## src/rtl/cdc_handshake_tx_if.sv

```systemverilog
// Signal bundle between the local producer, the transmit FSM and the remote 4-phase receiver.
// master is the transmitter side; slave is the producer/remote side.
interface cdc_handshake_tx_if #(
    parameter int unsigned DATA_WIDTH = 8
);
    logic                  src_valid;
    logic [DATA_WIDTH-1:0] src_data;
    logic                  src_ready;
    logic                  xfer_req;
    logic [DATA_WIDTH-1:0] xfer_data;
    logic                  xfer_ack;
    logic                  done;
    logic                  stall_err;

    modport master (
        input  src_valid, src_data, xfer_ack,
        output src_ready, xfer_req, xfer_data, done, stall_err
    );

    modport slave (
        output src_valid, src_data, xfer_ack,
        input  src_ready, xfer_req, xfer_data, done, stall_err
    );
endinterface

```

## src/rtl/cdc_handshake_tx.sv

```systemverilog
// Source-side end of a 4-phase req/ack crossing: captures a word, holds it on xfer_data,
// drives xfer_req and waits on a synchronized copy of the remote xfer_ack.
module cdc_handshake_tx #(
    parameter int unsigned DATA_WIDTH  = 8,
    parameter int unsigned SYNC_STAGES = 2,
    parameter int unsigned TIMEOUT     = 255
) (
    input logic                clk,
    input logic                rst_n,
    cdc_handshake_tx_if.master bus
);

    typedef enum logic [1:0] {StIdle, StReq, StAckLow} state_e;

    localparam logic [15:0] TimeoutCnt = 16'(TIMEOUT);

    state_e                  state_q, state_d;
    logic                    req_q, req_d;
    logic [DATA_WIDTH-1:0]   data_q, data_d;
    logic                    done_q, done_d;
    logic                    stall_q, stall_d;
    logic [15:0]             cnt_q, cnt_d;
    logic [SYNC_STAGES-1:0]  ack_sync_q;
    logic [SYNC_STAGES-1:0]  init_q;
    logic                    ack_s;
    logic                    src_ready;

    assign ack_s = ack_sync_q[SYNC_STAGES-1];

    // init_q keeps src_ready low until SYNC_STAGES edges after reset release,
    // giving the ack chain time to flush a stale remote level.
    assign src_ready = (state_q == StIdle) && !ack_s && init_q[SYNC_STAGES-1];

    always_ff @(posedge clk or negedge rst_n) begin
        if (!rst_n) begin
            ack_sync_q <= '0;
            init_q     <= '0;
        end else begin
            ack_sync_q <= {ack_sync_q[SYNC_STAGES-2:0], bus.xfer_ack};
            init_q     <= {init_q[SYNC_STAGES-2:0], 1'b1};
        end
    end

    always_comb begin
        state_d = state_q;
        req_d   = req_q;
        data_d  = data_q;
        done_d  = 1'b0;
        cnt_d   = cnt_q;
        unique case (state_q)
            StIdle: begin
                if (bus.src_valid && src_ready) begin
                    data_d  = bus.src_data;
                    req_d   = 1'b1;
                    state_d = StReq;
                end
            end
            StReq: begin
                if (ack_s) begin
                    req_d   = 1'b0;
                    state_d = StAckLow;
                end
            end
            StAckLow: begin
                if (!ack_s) begin
                    done_d  = 1'b1;
                    state_d = StIdle;
                end
            end
            default: begin
                req_d   = 1'b0;
                state_d = StIdle;
            end
        endcase

        // Phase timer: restarts on every transition, saturates, never aborts the handshake.
        if (state_d != state_q) begin
            cnt_d = '0;
        end else if (state_q != StIdle && cnt_q != 16'hFFFF) begin
            cnt_d = cnt_q + 16'd1;
        end
        stall_d = stall_q || (cnt_d >= TimeoutCnt);
    end

    always_ff @(posedge clk or negedge rst_n) begin
        if (!rst_n) begin
            state_q <= StIdle;
            req_q   <= 1'b0;
            data_q  <= '0;
            done_q  <= 1'b0;
            stall_q <= 1'b0;
            cnt_q   <= '0;
        end else begin
            state_q <= state_d;
            req_q   <= req_d;
            data_q  <= data_d;
            done_q  <= done_d;
            stall_q <= stall_d;
            cnt_q   <= cnt_d;
        end
    end

    assign bus.src_ready = src_ready;
    assign bus.xfer_req  = req_q;
    assign bus.xfer_data = data_q;
    assign bus.done      = done_q;
    assign bus.stall_err = stall_q;

endmodule

```

## src/flat_wrapper.sv

```systemverilog
// flat-port wrapper written by rule: the top's interface ports become plain ports
module cdc_handshake_tx_flat 
#(
    parameter int unsigned DATA_WIDTH  = 8,
    parameter int unsigned SYNC_STAGES = 2,
    parameter int unsigned TIMEOUT     = 255
)
  (clk, rst_n, bus_src_valid, bus_src_data, bus_xfer_ack, bus_src_ready, bus_xfer_req, bus_xfer_data, bus_done, bus_stall_err);
  cdc_handshake_tx_if #(.DATA_WIDTH(DATA_WIDTH)) bus_i ();
  input logic clk;
  input logic rst_n;
  input wire logic [$bits(bus_i.src_valid)-1:0] bus_src_valid;
  input wire logic [$bits(bus_i.src_data)-1:0] bus_src_data;
  input wire logic [$bits(bus_i.xfer_ack)-1:0] bus_xfer_ack;
  output wire logic [$bits(bus_i.src_ready)-1:0] bus_src_ready;
  output wire logic [$bits(bus_i.xfer_req)-1:0] bus_xfer_req;
  output wire logic [$bits(bus_i.xfer_data)-1:0] bus_xfer_data;
  output wire logic [$bits(bus_i.done)-1:0] bus_done;
  output wire logic [$bits(bus_i.stall_err)-1:0] bus_stall_err;
  assign bus_i.src_valid = bus_src_valid;
  assign bus_i.src_data = bus_src_data;
  assign bus_i.xfer_ack = bus_xfer_ack;
  assign bus_src_ready = bus_i.src_ready;
  assign bus_xfer_req = bus_i.xfer_req;
  assign bus_xfer_data = bus_i.xfer_data;
  assign bus_done = bus_i.done;
  assign bus_stall_err = bus_i.stall_err;
  cdc_handshake_tx #(.DATA_WIDTH(DATA_WIDTH), .SYNC_STAGES(SYNC_STAGES), .TIMEOUT(TIMEOUT)) u_core (.clk(clk), .rst_n(rst_n), .bus(bus_i));
endmodule
```

## config.mk

```make
export PLATFORM = sky130hd
export DESIGN_NAME = cdc_handshake_tx_flat
export DESIGN_NICKNAME = d
export VERILOG_FILES = /design/src/rtl/cdc_handshake_tx_if.sv /design/src/rtl/cdc_handshake_tx.sv /design/src/flat_wrapper.sv
export SDC_FILE = /design/constraint.sdc
export NUM_CORES = 1
export LEC_CHECK = 0
export CORE_ASPECT_RATIO = 1.1
export CORE_UTILIZATION = 54
export DETAILED_ROUTE_END_ITERATION = 12
export GPL_ROUTABILITY_DRIVEN = 1
export PLACE_DENSITY = 0.79
export SLEW_MARGIN = 20
export SYNTH_ARGS = -nofsm -noshare
export SYNTH_HDL_FRONTEND = slang
export SYNTH_SLANG_ARGS = --single-unit
```

## constraint.sdc

```tcl
create_clock -name clk -period 4.1 [get_ports clk]
set_clock_uncertainty 0.2 [all_clocks]
set_input_delay 0.82 -clock clk [delete_from_list [all_inputs] [get_ports clk]]
set_output_delay 0.82 -clock clk [all_outputs]
set_load 0.03 [all_outputs]
```

Word level (Yosys, flattened, before mapping)
Index checks and enable logic that the tools add are counted.
{"block": "word_totals", "reg_bits": 33, "out_inout_bits": 12, "elab_cells": 38}
{"block": "classes", "addsub": 1, "magnitude_cmp": 1, "eq_ne": 6, "muxes": 11, "n_bitwise": 1, "reduce_logical": 10}
{"op": "two-way mux 16 bit", "count": 2}
{"op": "adder 16 x 1 -> 16 bit (second input constant)", "count": 1}
{"op": "greater-or-equal comparator 16 x 8 -> 1 bit (second input constant)", "count": 1}
{"op": "inequality test 16 bit (second input constant)", "count": 1}
{"op": "two-way mux 2 bit", "count": 3}
{"op": "case mux 2 bit (3 select lines)", "count": 1}
{"op": "logical AND 1 bit", "count": 4}
{"op": "two-way mux 1 bit", "count": 4}
{"op": "case mux 1 bit (3 select lines)", "count": 1}
{"op": "AND reduction 3 bit", "count": 1}
{"op": "equality test 2 x 1 -> 1 bit (second input constant)", "count": 1}
{"op": "equality test 2 bit (second input constant)", "count": 1}
{"op": "zero test 2 bit", "count": 1}
{"op": "inequality test 2 x 1 -> 1 bit (second input constant)", "count": 1}
{"op": "inequality test 2 bit", "count": 1}
{"op": "inequality test 2 bit (second input constant)", "count": 1}
{"op": "AND reduction 2 bit", "count": 1}
{"op": "nonzero test 2 bit", "count": 1}
{"op": "zero test 1 bit", "count": 1}
{"op": "logical OR 1 bit", "count": 1}
{"op": "NOT 1 bit", "count": 1}

Longest topological paths before layout
{"block": "logic_depth", "word_depth": 10, "depth_mapped": 7, "mapped_depth_nobuf": 7}

Worst setup path before layout
No wires, ideal clock.
{"block": "synth_path", "kind": "flip-flop to flip-flop", "from": "reg u_core.cnt_q[0]", "to": "reg u_core.stall_q, in the netlist u_core.bus.stall_err", "setup_time_ns": 0.126, "arrival_ns": 2.006, "required_time_ns": 3.774, "setup_slack_ns": 1.768, "stages_incl_launch_ff": 8, "n_path_buf": 0, "synth_period_minus_slack_ns": 2.332, "cell_sequence": "dfrtp_1 ha_1 nand2_1 or4_4 nand3_1 mux2i_1 a31oi_1 a311o_1"}
{"block": "synth_between", "elab_chain_len": 6, "elab_cells_between_ends": 7, "cone_classes": "add/sub (1); order compare (1); eq/ne (1); mux (2); reduce/logical (2)"}
{"item": "start: declaration", "line_no": "cdc_handshake_tx.sv:22", "source": "logic [15:0] cnt_q, cnt_d;"}
{"item": "start signal: assignment", "line_no": "cdc_handshake_tx.sv:99", "source": "cnt_q <= cnt_d;"}
{"item": "parallel branches: the longest is 2 deep, another holds adder 16 x 1 -> 16 bit"}
{"item": "two-way mux 16 bit *", "line_no": "cdc_handshake_tx.sv:79", "source": "end else if (state_q != StIdle && cnt_q != 16'hFFFF) begin"}
{"item": "two-way mux 16 bit *", "line_no": "cdc_handshake_tx.sv:77", "source": "if (state_d != state_q) begin"}
{"item": "greater-or-equal comparator 16 x 8 -> 1 bit *", "line_no": "cdc_handshake_tx.sv:82", "source": "stall_d = stall_q || (cnt_d >= TimeoutCnt);"}
{"item": "logical OR 1 bit *", "line_no": "cdc_handshake_tx.sv:82"}
{"item": "via u_core.stall_d", "line_no": "cdc_handshake_tx.sv:21", "source": "logic stall_q, stall_d;"}
{"item": "end signal: assignment", "line_no": "cdc_handshake_tx.sv:98", "source": "stall_q <= stall_d;"}
{"item": "end: declaration", "line_no": "cdc_handshake_tx.sv:21"}
Mark *: on every way through the listed nets, which the timed path passes.
A chain may end at the register's enable or synchronous reset.

Worst setup path after layout
{"block": "layout_path", "from": "reg u_core.state_q[1]", "to": "out bus_src_ready"}
{"block": "layout_between", "elab_chain_len": 3}
{"item": "start: declaration", "line_no": "cdc_handshake_tx.sv:17", "source": "state_e state_q, state_d;"}
{"item": "start signal: assignment", "line_no": "cdc_handshake_tx.sv:87", "source": "state_q <= StIdle;"}
{"item": "start signal: assignment", "line_no": "cdc_handshake_tx.sv:94", "source": "state_q <= state_d;"}
{"item": "zero test 2 bit", "line_no": "cdc_handshake_tx.sv:32", "source": "assign src_ready = (state_q == StIdle) && !ack_s && init_q[SYNC_STAGES-1];"}
{"item": "logical AND 1 bit (2 in a row)", "line_no": "cdc_handshake_tx.sv:32"}
{"item": "end: declaration", "line_no": "flat_wrapper.sv:15", "source": "output wire logic [$bits(bus_i.src_ready)-1:0] bus_src_ready;"}
No other way between the ends.

==> impl_metrics.csv <==
group,metric,value,unit
logic_synthesis,post_synth_num_cell_types,45,
worst_setup_path,critPathTopFamily,"buffers and inverters",
cts,cts_hold_buf,0,
final_layout,utilization,0.697,
worst_setup_path,end_kind,"output pin",
final_layout,syn_to_final_growth,19.8,%
cts,numCtsBuffers,5,
routing,drt_iter0_drc,28,
worst_setup_path,cpMaxStageDelayCell,"clkdlybuf4s50_1",
final_layout,seq_area,826,sq um
power,p_leak,0.845,nW
logic_synthesis,ys_seq_elements,33,
final_layout,drive_gt1_frac,0.152,
logic_synthesis,yosysTopAreaCellShare,0.502,
routing,final_antenna_net_count,0,
routing,drc,0,
logic_synthesis,syn_avg_cell_area,11.0,sq um
routing,wl_per_cell,15.3,microns
worst_setup_path,worstSetupPathType,"register to output pin",
cts,clk_pin_slew,0.09,ns
power,p_seq_frac,0.499,
routing,viasPerCell,5.93,
worst_setup_path,worstPathCellList,"nor2_1 -> and3_1 -> clkdlybuf4s50_1",
worst_setup_path,required,3.08,ns
sta,fmax,350,MHz
cts,cts_setup_buffers,0,
status,status,"complete, no violations",
floorplan,die_h,59.9,microns
grt,overflow,0,
cts,tritoncts,"built",
floorplan,io_pins,24,
cts,cts_resized,0,
grt,gr-usage-all-layers,0.243,
power,pwr-share-clk,0.230,
worst_setup_path,crit_path_start,"u_core.state_q[1]",
sta,rsz0062_at_grt,"false",
worst_setup_path,startpoint_type,"register",
place,place_congestion,0.844,
worst_setup_path,worst-path-buf-inv,1,
cts,htreeDepth,2,
place,dp.final_hpwl,2.35,mm
floorplan,core_area,0.00283,sq mm
sta,hold_ws,0.156,ns
worst_hold_path,holdCritStartpoint,"u_core.ack_sync_q[0]",
routing,route.vias.total,1252,
logic_synthesis,synth_edf_count,0,
power,p_int,0.544,mW
logic_synthesis,seq_area_frac_synth,0.502,
cts,clock_path_buffers,2,
final_layout,multi_input_area,790,sq um
logic_synthesis,ys.flop_type,"dfrtp_1",
sta,worst_pin_slew,0.560,ns
sta,maxSlewViolCount,0,
worst_setup_path,crit_path_max_fanout,7,
sta,hold_violations,0,
routing,routed_wl,3.22,mm
sta,fin_crit,2.86,ns
floorplan,die-area,0.00327,sq mm
logic_synthesis,synth_area_leader_cell,"dfrtp_1",
place,io_buffers,23,
floorplan,die-width,54.6,microns
cts,cts-root-buf,"clkbuf_4",
grt,grt_pass1_vias,1235,
power,powerDensity,401,mW/mm^2
power,netSwitchingFraction,0.312,
routing,dr.pass1.iters,4,
final_layout,n_fill_cell,219,
worst_setup_path,critPathArrivalTime,1.84,ns
final_layout,num_antenna_cells,0,
sta,max_slew_margin,0.617,
power,vdd_ir_drop_max,419,uV
logic_synthesis,postSynthCellCount,150,
final_layout,nNetsFinal,191,
cts,cts_sinks,33,
worst_hold_path,hold_path_class,"register to register",
run,cap_viol_max_count,0,
power,p_switching,0.246,mW
power,pwr-share-comb,0.271,
power,finalPower,0.790,mW
floorplan,row_count,20,
sta,fin_crit_sh,0.697,
floorplan,start_util,0.582,
logic_synthesis,synthesis.area,0.00165,sq mm
grt,antenna_found_initial,0,
sta,setup_violations,0,
grt,grt_pass1_wl,5.53,mm
worst_setup_path,crit_path_max_incr_delay,0.67,ns
logic_synthesis,yosysWarnings,0,
logic_synthesis,synth_area_leaders,"dfrtp_1 (50%), mux2_2 (5.5%), nor2_1 (4.1%)",
grt,grt_max_degree,34,
worst_setup_path,r2r_start,"u_core.cnt_q[0]",
logic_synthesis,async_reset_ff_frac,1.00,
sta,fin_tns_setup,0,ns
cts,clock_latency,0.33,ns
logic_synthesis,syn_nets,163,
-- power by group through the flow --
stage | Sequential (mW) | Clock [mW] | Combinational [mW]
floorplan | 0.453 | 0 | 0.0678
global placement | 0.397 | 0 | 0.210
detailed placement | 0.401 | 0 | 0.215
CTS | 0.395 | 0.189 | 0.216
global route | 0.401 | 0.200 | 0.229
finish | 0.394 | 0.181 | 0.214
-- final timing paths --
| kind | to | slack [ns] | depth (start not counted) |
|---|---|---|---|
| max | bus_src_ready | 1.24 | 3 |
| min | u_core.ack_sync_q[1] | 0.16 | 0 |
| max reg2reg | u_core.bus.stall_err | 1.52 | 7 |
| min reg2reg | u_core.ack_sync_q[1] | 0.16 | 0 |
| max in group asynchronous | u_core.cnt_q[11] | 2.72 | 2 |
| min in group asynchronous | u_core.bus.xfer_data[0] | 0.69 | 2 |
-- flip-flops by register name, indices dropped and copies added (netlist names) --
| name | flops |
|---|---|
| u_core.cnt_q | 16 |
| u_core.bus.xfer_data | 8 |
| u_core.ack_sync_q | 2 |
| u_core.init_q | 2 |
| u_core.state_q | 2 |
| u_core.bus.done | 1 |
| u_core.bus.stall_err | 1 |
| u_core.bus.xfer_req | 1 |
-- logic make-up after synthesis --
kind of cell,synth area share
AO/OA/AOI/OAI,0.0951
flip-flops,0.502
adder cells (fa/ha/maj),0.00760
multiplexers,0.0738
AND/OR/NAND/NOR,0.238
other,0.00228
buffers and inverters,0.0182
XOR/XNOR,0.0631
-- worst register-to-register path, cell delays in order (launching register included) --
cell and delay [ns]:
dfrtp_1 0.45, ha_1 0.25, nand2_1 0.15, nor4_1 0.43, mux2i_1 0.28, a21boi_0 0.27, a31oi_1 0.12, a311o_1 0.33
-- area by class of cell --
type | count | share of cell area
clock buffer | 6 | 0.0260
clock inverter | 1 | 0.00381
inverter | 3 | 0.00571
multi-input combinational | 110 | 0.400
sequential | 33 | 0.419
tap | 33 | 0.0209
timing repair buffer | 25 | 0.124
-- per-stage QoR --
step	area, sq um	setup slack, ns	std cells
floorplan	1650	1.77	150
global route	1970	1.16	211
global placement	1910	1.50	204
detailed placement	1910	1.49	204
CTS	1970	1.22	211
finish	1970	1.24	211
-- metal layers --
metal,share of wire,up-vias,GRT usage
li1,-,593,-
met1,0.44,619,0.304
met2,0.50,32,0.392
met3,0.041,8,0.0636
met4,0.019,0,0.0952
met5,0,-,0
-- synthesized netlist by cell type (all sizes together) (3+ instances only) --
| library cell | n |
|---|---|
| and3 | 4 |
| nor3b | 5 |
| nor4 | 4 |
| xnor2 | 4 |
| nand4 | 6 |
| o21ai | 5 |
| xor2 | 7 |
| dfrtp | 33 |
| nor2 | 18 |
| inv | 3 |
| a21oi | 5 |
| nand3 | 5 |
| mux2 | 9 |
| nand2 | 12 |
| buf | 3 |
-- placed cells by master, fill, tap and decap left out, types with 5 or more instances in the layout --
master / Yosys / routed
xor2_1: 6 / 6
nor2_1: 18 / 18
nand2_1: 12 / 12
mux2_2: 8 / 8
clkdlybuf4s50_1: 0 / 23
a21oi_1: 5 / 5
dfrtp_1: 33 / 33
clkbuf_4: 0 / 5
(Power assumes the default switching activity.)
